===== src/rtl/fetch_queue_pkg.sv =====
// Shared fetch-queue defaults and the {pc, instr} entry layout used by fetch and decode.
package fetch_queue_pkg;

  localparam int unsigned FQ_DATA_W     = 32;
  localparam int unsigned FQ_ADDR_W     = 32;
  localparam int unsigned FQ_DEPTH_LOG2 = 4;

  // One queued fetch record; pc occupies the upper bits, instr the lower bits.
  typedef struct packed {
    logic [FQ_ADDR_W-1:0] pc;
    logic [FQ_DATA_W-1:0] instr;
  } fq_entry_t;

endpackage


===== src/rtl/fetch_queue_ram.sv =====
// Fetch-queue storage: one synchronous write port, one asynchronous read port, no reset.
module fetch_queue_ram #(
  parameter int unsigned DEPTH_LOG2 = 4,
  parameter int unsigned WIDTH      = 64
) (
  input  logic                  clk_in,
  input  logic                  we,
  input  logic [DEPTH_LOG2-1:0] waddr,
  input  logic [WIDTH-1:0]      wdata,
  input  logic [DEPTH_LOG2-1:0] raddr,
  output logic [WIDTH-1:0]      rdata
);

  localparam int unsigned DEPTH = 1 << DEPTH_LOG2;

  logic [WIDTH-1:0] mem [DEPTH];

  // Write the tail entry on an accepted push.
  always_ff @(posedge clk_in) begin
    if (we) begin
      mem[waddr] <= wdata;
    end
  end

  // Head entry is always visible at the read port.
  assign rdata = mem[raddr];

endmodule


===== src/rtl/fetch_queue.sv =====
// Circular instruction queue between icache and dispatch with flush and global stall.
module fetch_queue
  import fetch_queue_pkg::*;
#(
  parameter int unsigned DATA_W     = FQ_DATA_W,
  parameter int unsigned ADDR_W     = FQ_ADDR_W,
  parameter int unsigned DEPTH_LOG2 = FQ_DEPTH_LOG2
) (
  input  logic                  clk_in,
  input  logic                  rst_in,
  input  logic                  rdy_in,
  input  logic                  flush_in,
  input  logic                  in_valid,
  input  logic [DATA_W-1:0]     in_instr,
  input  logic [ADDR_W-1:0]     in_pc,
  output logic                  in_ready,
  output logic                  out_valid,
  output logic [DATA_W-1:0]     out_instr,
  output logic [ADDR_W-1:0]     out_pc,
  input  logic                  out_ready,
  output logic [DEPTH_LOG2:0]   count
);

  localparam int unsigned PTR_W   = DEPTH_LOG2 + 1;
  localparam int unsigned ENTRY_W = ADDR_W + DATA_W;

  logic [PTR_W-1:0]   head;
  logic [PTR_W-1:0]   tail;
  logic [PTR_W-1:0]   count_q;
  logic               empty;
  logic               full;
  logic               push;
  logic               pop;
  logic [ENTRY_W-1:0] rdata;

  // Pointer-derived flags; the MSB is the wrap bit.
  assign empty = (head == tail);
  assign full  = (head[PTR_W-1] != tail[PTR_W-1]) &&
                 (head[DEPTH_LOG2-1:0] == tail[DEPTH_LOG2-1:0]);

  // Handshakes are suppressed by reset, stall and flush; no pop-to-push forwarding when full.
  assign in_ready  = rdy_in && !rst_in && !flush_in && !full;
  assign out_valid = rdy_in && !rst_in && !flush_in && !empty;
  assign push      = in_valid && in_ready;
  assign pop       = out_valid && out_ready;

  fetch_queue_ram #(
    .DEPTH_LOG2 (DEPTH_LOG2),
    .WIDTH      (ENTRY_W)
  ) u_ram (
    .clk_in (clk_in),
    .we     (push),
    .waddr  (tail[DEPTH_LOG2-1:0]),
    .wdata  ({in_pc, in_instr}),
    .raddr  (head[DEPTH_LOG2-1:0]),
    .rdata  (rdata)
  );

  assign {out_pc, out_instr} = rdata;
  assign count               = count_q;

  // Pointer and occupancy update: reset, then stall freeze, then flush, then push/pop.
  always_ff @(posedge clk_in) begin
    if (rst_in) begin
      head    <= '0;
      tail    <= '0;
      count_q <= '0;
    end else if (rdy_in) begin
      if (flush_in) begin
        head    <= '0;
        tail    <= '0;
        count_q <= '0;
      end else begin
        if (push) begin
          tail <= tail + PTR_W'(1);
        end
        if (pop) begin
          head <= head + PTR_W'(1);
        end
        case ({push, pop})
          2'b10:   count_q <= count_q + PTR_W'(1);
          2'b01:   count_q <= count_q - PTR_W'(1);
          default: count_q <= count_q;
        endcase
      end
    end
  end

endmodule


===== config.mk =====
export PLATFORM = sky130hd
export DESIGN_NAME = fetch_queue
export DESIGN_NICKNAME = d
export VERILOG_FILES = /design/src/rtl/fetch_queue_pkg.sv /design/src/rtl/fetch_queue_ram.sv /design/src/rtl/fetch_queue.sv
export SDC_FILE = /design/constraint.sdc
export NUM_CORES = 1
export LEC_CHECK = 0
export ABC_AREA = 1
export BUFFER_PORTS_ARGS = -buffer_cell sky130_fd_sc_hd__clkbuf_2
export CAP_MARGIN = 20
export CORE_ASPECT_RATIO = 1.25
export CORE_MARGIN = 2
export CORE_UTILIZATION = 55
export DETAILED_ROUTE_END_ITERATION = 8
export MAX_ROUTING_LAYER = met4
export PLACE_DENSITY = 0.72
export REMOVE_ABC_BUFFERS = 1
export SKIP_CTS_REPAIR_TIMING = 1
export SYNTH_ARGS = -nofsm -noshare
export SYNTH_HDL_FRONTEND = slang
export SYNTH_SLANG_ARGS = --single-unit

===== constraint.sdc =====
create_clock -name clk_in -period 7.3 [get_ports clk_in]
set_input_delay 1.46 -clock clk_in [delete_from_list [all_inputs] [get_ports clk_in]]
set_output_delay 1.46 -clock clk_in [all_outputs]
set_load 0.03 [all_outputs]

# Word level (Yosys, flattened, before mapping)
# Memories as Yosys holds them, arrays and structs flattened. A register that Yosys moved wholly into a read port is not among the register bits.
# Cells that the tools add are included.
[op_classes] n_reduce_logical=17 n_bitwise=0 n_div=0 shifts=0 eq_ne=5 n_addsub=4 n_mux=10 magnitude_cmp=0 n_mul=0
[ops] operator="5-bit 2-to-1 mux" count=5
[ops] operator="5-bit by 1-bit adder with 5-bit output (second input constant)" count=3
[ops] operator="5-bit case mux with 2 select lines" count=1
[ops] operator="4-bit 2-to-1 mux" count=2
[ops] operator="1-bit logical AND" count=7
[ops] operator="2-bit AND reduction" count=3
[ops] operator="5-bit == test" count=1
[ops] operator="5-bit by 1-bit subtractor with 5-bit output (second input constant)" count=1
[ops] operator="4-bit == test" count=1
[ops] operator="1-bit logical NOT" count=4
[ops] operator="2-bit nonzero test" count=2
[ops] operator="3-bit nonzero test" count=1
[ops] operator="2-bit by 1-bit == test with 1-bit output (second input constant)" count=1
[ops] operator="2-bit == test (second input constant)" count=1
[ops] operator="1-bit 2-to-1 mux" count=2
[ops] operator="1-bit inequality test" count=1
[totals] inputBits=70 ramBits=1024 latchBits=0 mem_count=1 out_inout_bits=71 rom_bits=0 word_cells=40 regBits=15
[mem_list] memory="u_ram.mem" words=16 word_bits=64 read_ports=1 rd_ports_with_merged_regs=1 write_ports=1 line_no="fetch_queue_ram.sv:16" source="logic [WIDTH-1:0] mem [DEPTH];"

# Longest topological paths before layout
[depth] word_depth=9 mapped_depth=16 mapped_depth_nobuf=16

# Hierarchy
# A second synthesis with hierarchy kept.
[hier_totals] hier_cells=4302 area_unflattened_um2=45055.7
[by_module_without_submodules] module="fetch_queue_ram" area_each_um2=44004.7 cells_each=4146 seq_area_each_um2=30749.5 n_inst=1
[by_module_without_submodules] module="fetch_queue" area_each_um2=1051.0 cells_each=156 seq_area_each_um2=300.3 n_inst=1

# Worst setup path after synthesis
# No wires, ideal clock.
[synth_path] path_type="input -> register" from="input port rst_in" to="memory u_ram.mem[0][0] (enable)" path_buffers=0 required_ps=6814 arrival_time_ps=4802 path_slack_ps=2012 cell_stages=7 setup_ps=486 path_cell_list="inv_2 nand2_1 nor2_4 nand2_2 nor2_4 nand2_1 nor2_1"
[synth_between] elab_chain_len=7
[synth_lines] item="from (decl)" line_no="fetch_queue.sv:10" source="input logic rst_in,"
[synth_lines] item="1-bit logical NOT" line_no="fetch_queue.sv:42" source="assign in_ready = rdy_in && !rst_in && !flush_in && !full;"
[synth_lines] item="1-bit logical AND (3 in a row)" line_no="fetch_queue.sv:42"
[synth_lines] item="1-bit logical AND" line_no="fetch_queue.sv:44" source="assign push = in_valid && in_ready;"
[synth_lines] item="1-bit 2-to-1 mux" line_no="fetch_queue_ram.sv:20" source="if (we) begin"
[synth_lines] item="1-bit 2-to-1 mux (implied by the code)" line_no="fetch_queue_ram.sv:21" source="mem[waddr] <= wdata;"
[synth_lines] item="to (decl)" line_no="fetch_queue_ram.sv:16"
# Every way passes these cells.

==> reports/metrics.cfg <==
[outcome]
status = finished, final reports clean

[sta]
fin_crit_ns = 4.92
finalWorstSetupSlack_ns = 2.38
fmax_mhz = 203
tightest_slew_ns = 1.08
fin_worst_skew_ns = 0.0198
hold_viol_final = 0
setup-tns-final_ns = 0
whs_ns = 0.512
slew_violations = 0
rsz0062_at_grt = no
slew-limit-headroom_pct = 28.3
period_share_pct = 67.3
finalSetupViolCount = 0

[drt]
wl_per_cell_um = 23.8
drt_pre_antenna_iters = 6
vias_per_cell = 6.02
drt_iter0_markers = 2452
final_antenna_net_count = 0
drc = 0
wl_um = 95400
num_vias = 24100

[synth]
synth_edf_count = 1024
syn-cell-area_um2 = 41800
synth_fa_ha_area_share_pct = 0.287
synth_async_sr_flop_share_pct = 0
synth_xor_area_share_pct = 0.0837
synthFlopType = edfxtp_1
synth_cell_types = 36
synthMuxAreaShare_pct = 6.12
synth_compound_area_share_pct = 11.6
synth_top_family_by_area = compound AO/OA/AOI/OAI gates
synth-seq-cells = 1043
ys_warn_count = 0
synth_top_area_cell = edfxtp_1
synthSimpleGateAreaFrac_pct = 2.67
syn_avg_cell_area_um2 = 14.7
yosys-top-cells-area = edfxtp_1 (73%), mux2i_1 (6.1%), o211ai_1 (4.6%)
synth-seq-area-share_pct = 74.4
synth_cells = 2852
yosysTopAreaCellShare_pct = 73.5

[clock_tree]
cts-root-buf = clkbuf_16
numCtsBuffers = 98
cts.sinks = 1043
path_clk_slew_ns = 0.06
clkLatencyLatePin_ns = 0.67
cts_tree = built
clockBufferDepth = 3
cts-htree-levels = 3

[power_and_ir_drop]
leakagePower_nw = 15.4
switchingPower_w = 0.00267
p_clk_share_pct = 40.9
p_per_area_nw_per_um2 = 265
power_frac_seq_pct = 53.5
power_switching_share_pct = 21.7
peakVddDrop_mv = 0.168
internal_power_w = 0.00965
comb_power_share_pct = 5.6

[layout]
fillCellCount = 5462
drive_gt1_share_pct = 12.1
syn2layout_area_growth_pct = 11.2
final_cells = 4010
fin_area_um2 = 46500
fin_nets = 3026

[global_routing]
grt_use_total_pct = 25.0
grt.overflow.total = 0
grt_pass1_vias = 24300
grt_max_degree = 204
grt_pass1_wl_um = 144000
antenna_found_initial = 5

[worst_setup_path]
path_cells = buf_12 > o21ai_0 > o211ai_1 > nand3_1 > nand2_1 > clkbuf_2
regToRegStartpoint = tail[1]
cp-end-kind = primary output
crit_family = buffers and inverters
slowest_stage = dfxtp_4
required_ns = 5.84
cp_max_fo = 203
arrival_ns = 3.46
critPathKind = flip-flop to primary output
cp_num_buf_inv = 2
slowest_delay_ns = 0.90
worstSetupStartpointType = flip-flop

[flow_run]
max_cap_violations = 0

[placement]
place_ws_ns = 2.77
gp_congestion = 0.857
place_area_um2 = 43300
port_buffers = 140
placedCellCount = 3823
dp_hpwl_um = 52000

[floorplanning]
die_area_um2 = 78300
ios = 141
chipHeight_um = 312
core-area_um2 = 75600
die_w_um = 251
fp-row-count = 113
initial_core_util_pct = 55.3

[min_path]
worstHoldStart = head[4]
hold_path_class = flip-flop to flip-flop

-- cells in the mapped netlist (all sizes together), types with 4 or more instances --
cell type	number
nand4	4
dfxtp	19
edfxtp	1024
o211ai	256
buf	110
o21ai	312
a21oi	268
nand3	85
clkbuf	73
ha	8
mux2i	256
nor3	5
nor2	29
inv	280
nand2	112
-- sequential cells by signal, summed over array words and instances, names as in the netlist, named ones only --
name,cells
u_ram.mem,1024
count,5
tail,5
head,5
-- power groups by stage --
| stage | logic [W] | registers [W] | clock network (W) |
|---|---|---|---|
| detailed placement | 0.000684 | 0.00672 | 0 |
| global placement | 0.000668 | 0.00672 | 0 |
| finish | 0.000687 | 0.00659 | 0.00505 |
| global route | 0.000749 | 0.00659 | 0.00532 |
| CTS | 0.000688 | 0.00659 | 0.00511 |
| floorplan | 0.000557 | 0.00679 | 0 |
-- tightest hold or removal path: stages, from the launching register on --
cell and delay, ns:
dfxtp_1 0.34, nand2_1 0.07, a21oi_1 0.05
-- path summary, 6_finish.rpt --
| path | to | slack (ns) | cells after the start |
|---|---|---|---|
| setup / recovery | out_instr[28] | 2.38 | 6 |
| hold / removal | head[4] | 0.51 | 2 |
| setup reg to reg | u_ram.mem[4][7] | 3.94 | 10 |
| hold reg to reg | head[4] | 0.51 | 2 |
-- per-layer routing --
layer,global-route usage [%],part of all wire (%),up-vias
li1,-,-,10900
met1,32.1,41,12200
met2,41.4,50,871
met3,3.80,6.8,139
met4,7.91,2.2,0
met5,-,0,-
-- final cells by class --
type | count | area, um2 | share of cell area, %
sequential | 1043 | 31100 | 66.9
inverter | 280 | 1060 | 2.29
timing repair buffer | 178 | 1110 | 2.39
antenna | 5 | 12.5 | 0.0269
clock inverter | 62 | 649 | 1.40
multi-input combinational | 1346 | 8800 | 18.9
tap | 977 | 1220 | 2.63
clock buffer | 119 | 2530 | 5.44
-- cells in the final DEF, fill, tap and decap left out, types with 35 or more instances in the layout --
| cell type | n |
|---|---|
| a21oi_1 | 268 |
| o211ai_1 | 256 |
| nand2_1 | 103 |
| nand3_1 | 81 |
| clkbuf_16 | 98 |
| o21ai_0 | 277 |
| mux2i_1 | 256 |
| clkbuf_2 | 140 |
| inv_1 | 272 |
| o21ai_1 | 35 |
| edfxtp_1 | 1024 |
-- through the flow --
step	power, W	util (%)
after CTS	0.0124	61.5
after global placement	0.00739	57.2
after floorplan	0.00735	-
after global routing	0.0127	61.5
final	0.0123	61.5
after detailed placement	0.00741	57.3
-- kinds of logic (layout without fill, tap and decap cells) --
family / Yosys count / in the layout
AO/OA/AOI/OAI: 839 / 839
XOR/XNOR: 4 / 4
adder cells (fa/ha/maj): 9 / 9
buffers and inverters: 463 / 639
flip-flops: 1043 / 1043
multiplexers: 256 / 256
other: 0 / 5
AND/OR/NAND/NOR: 238 / 238
Power figures use the tool's default switching activity.
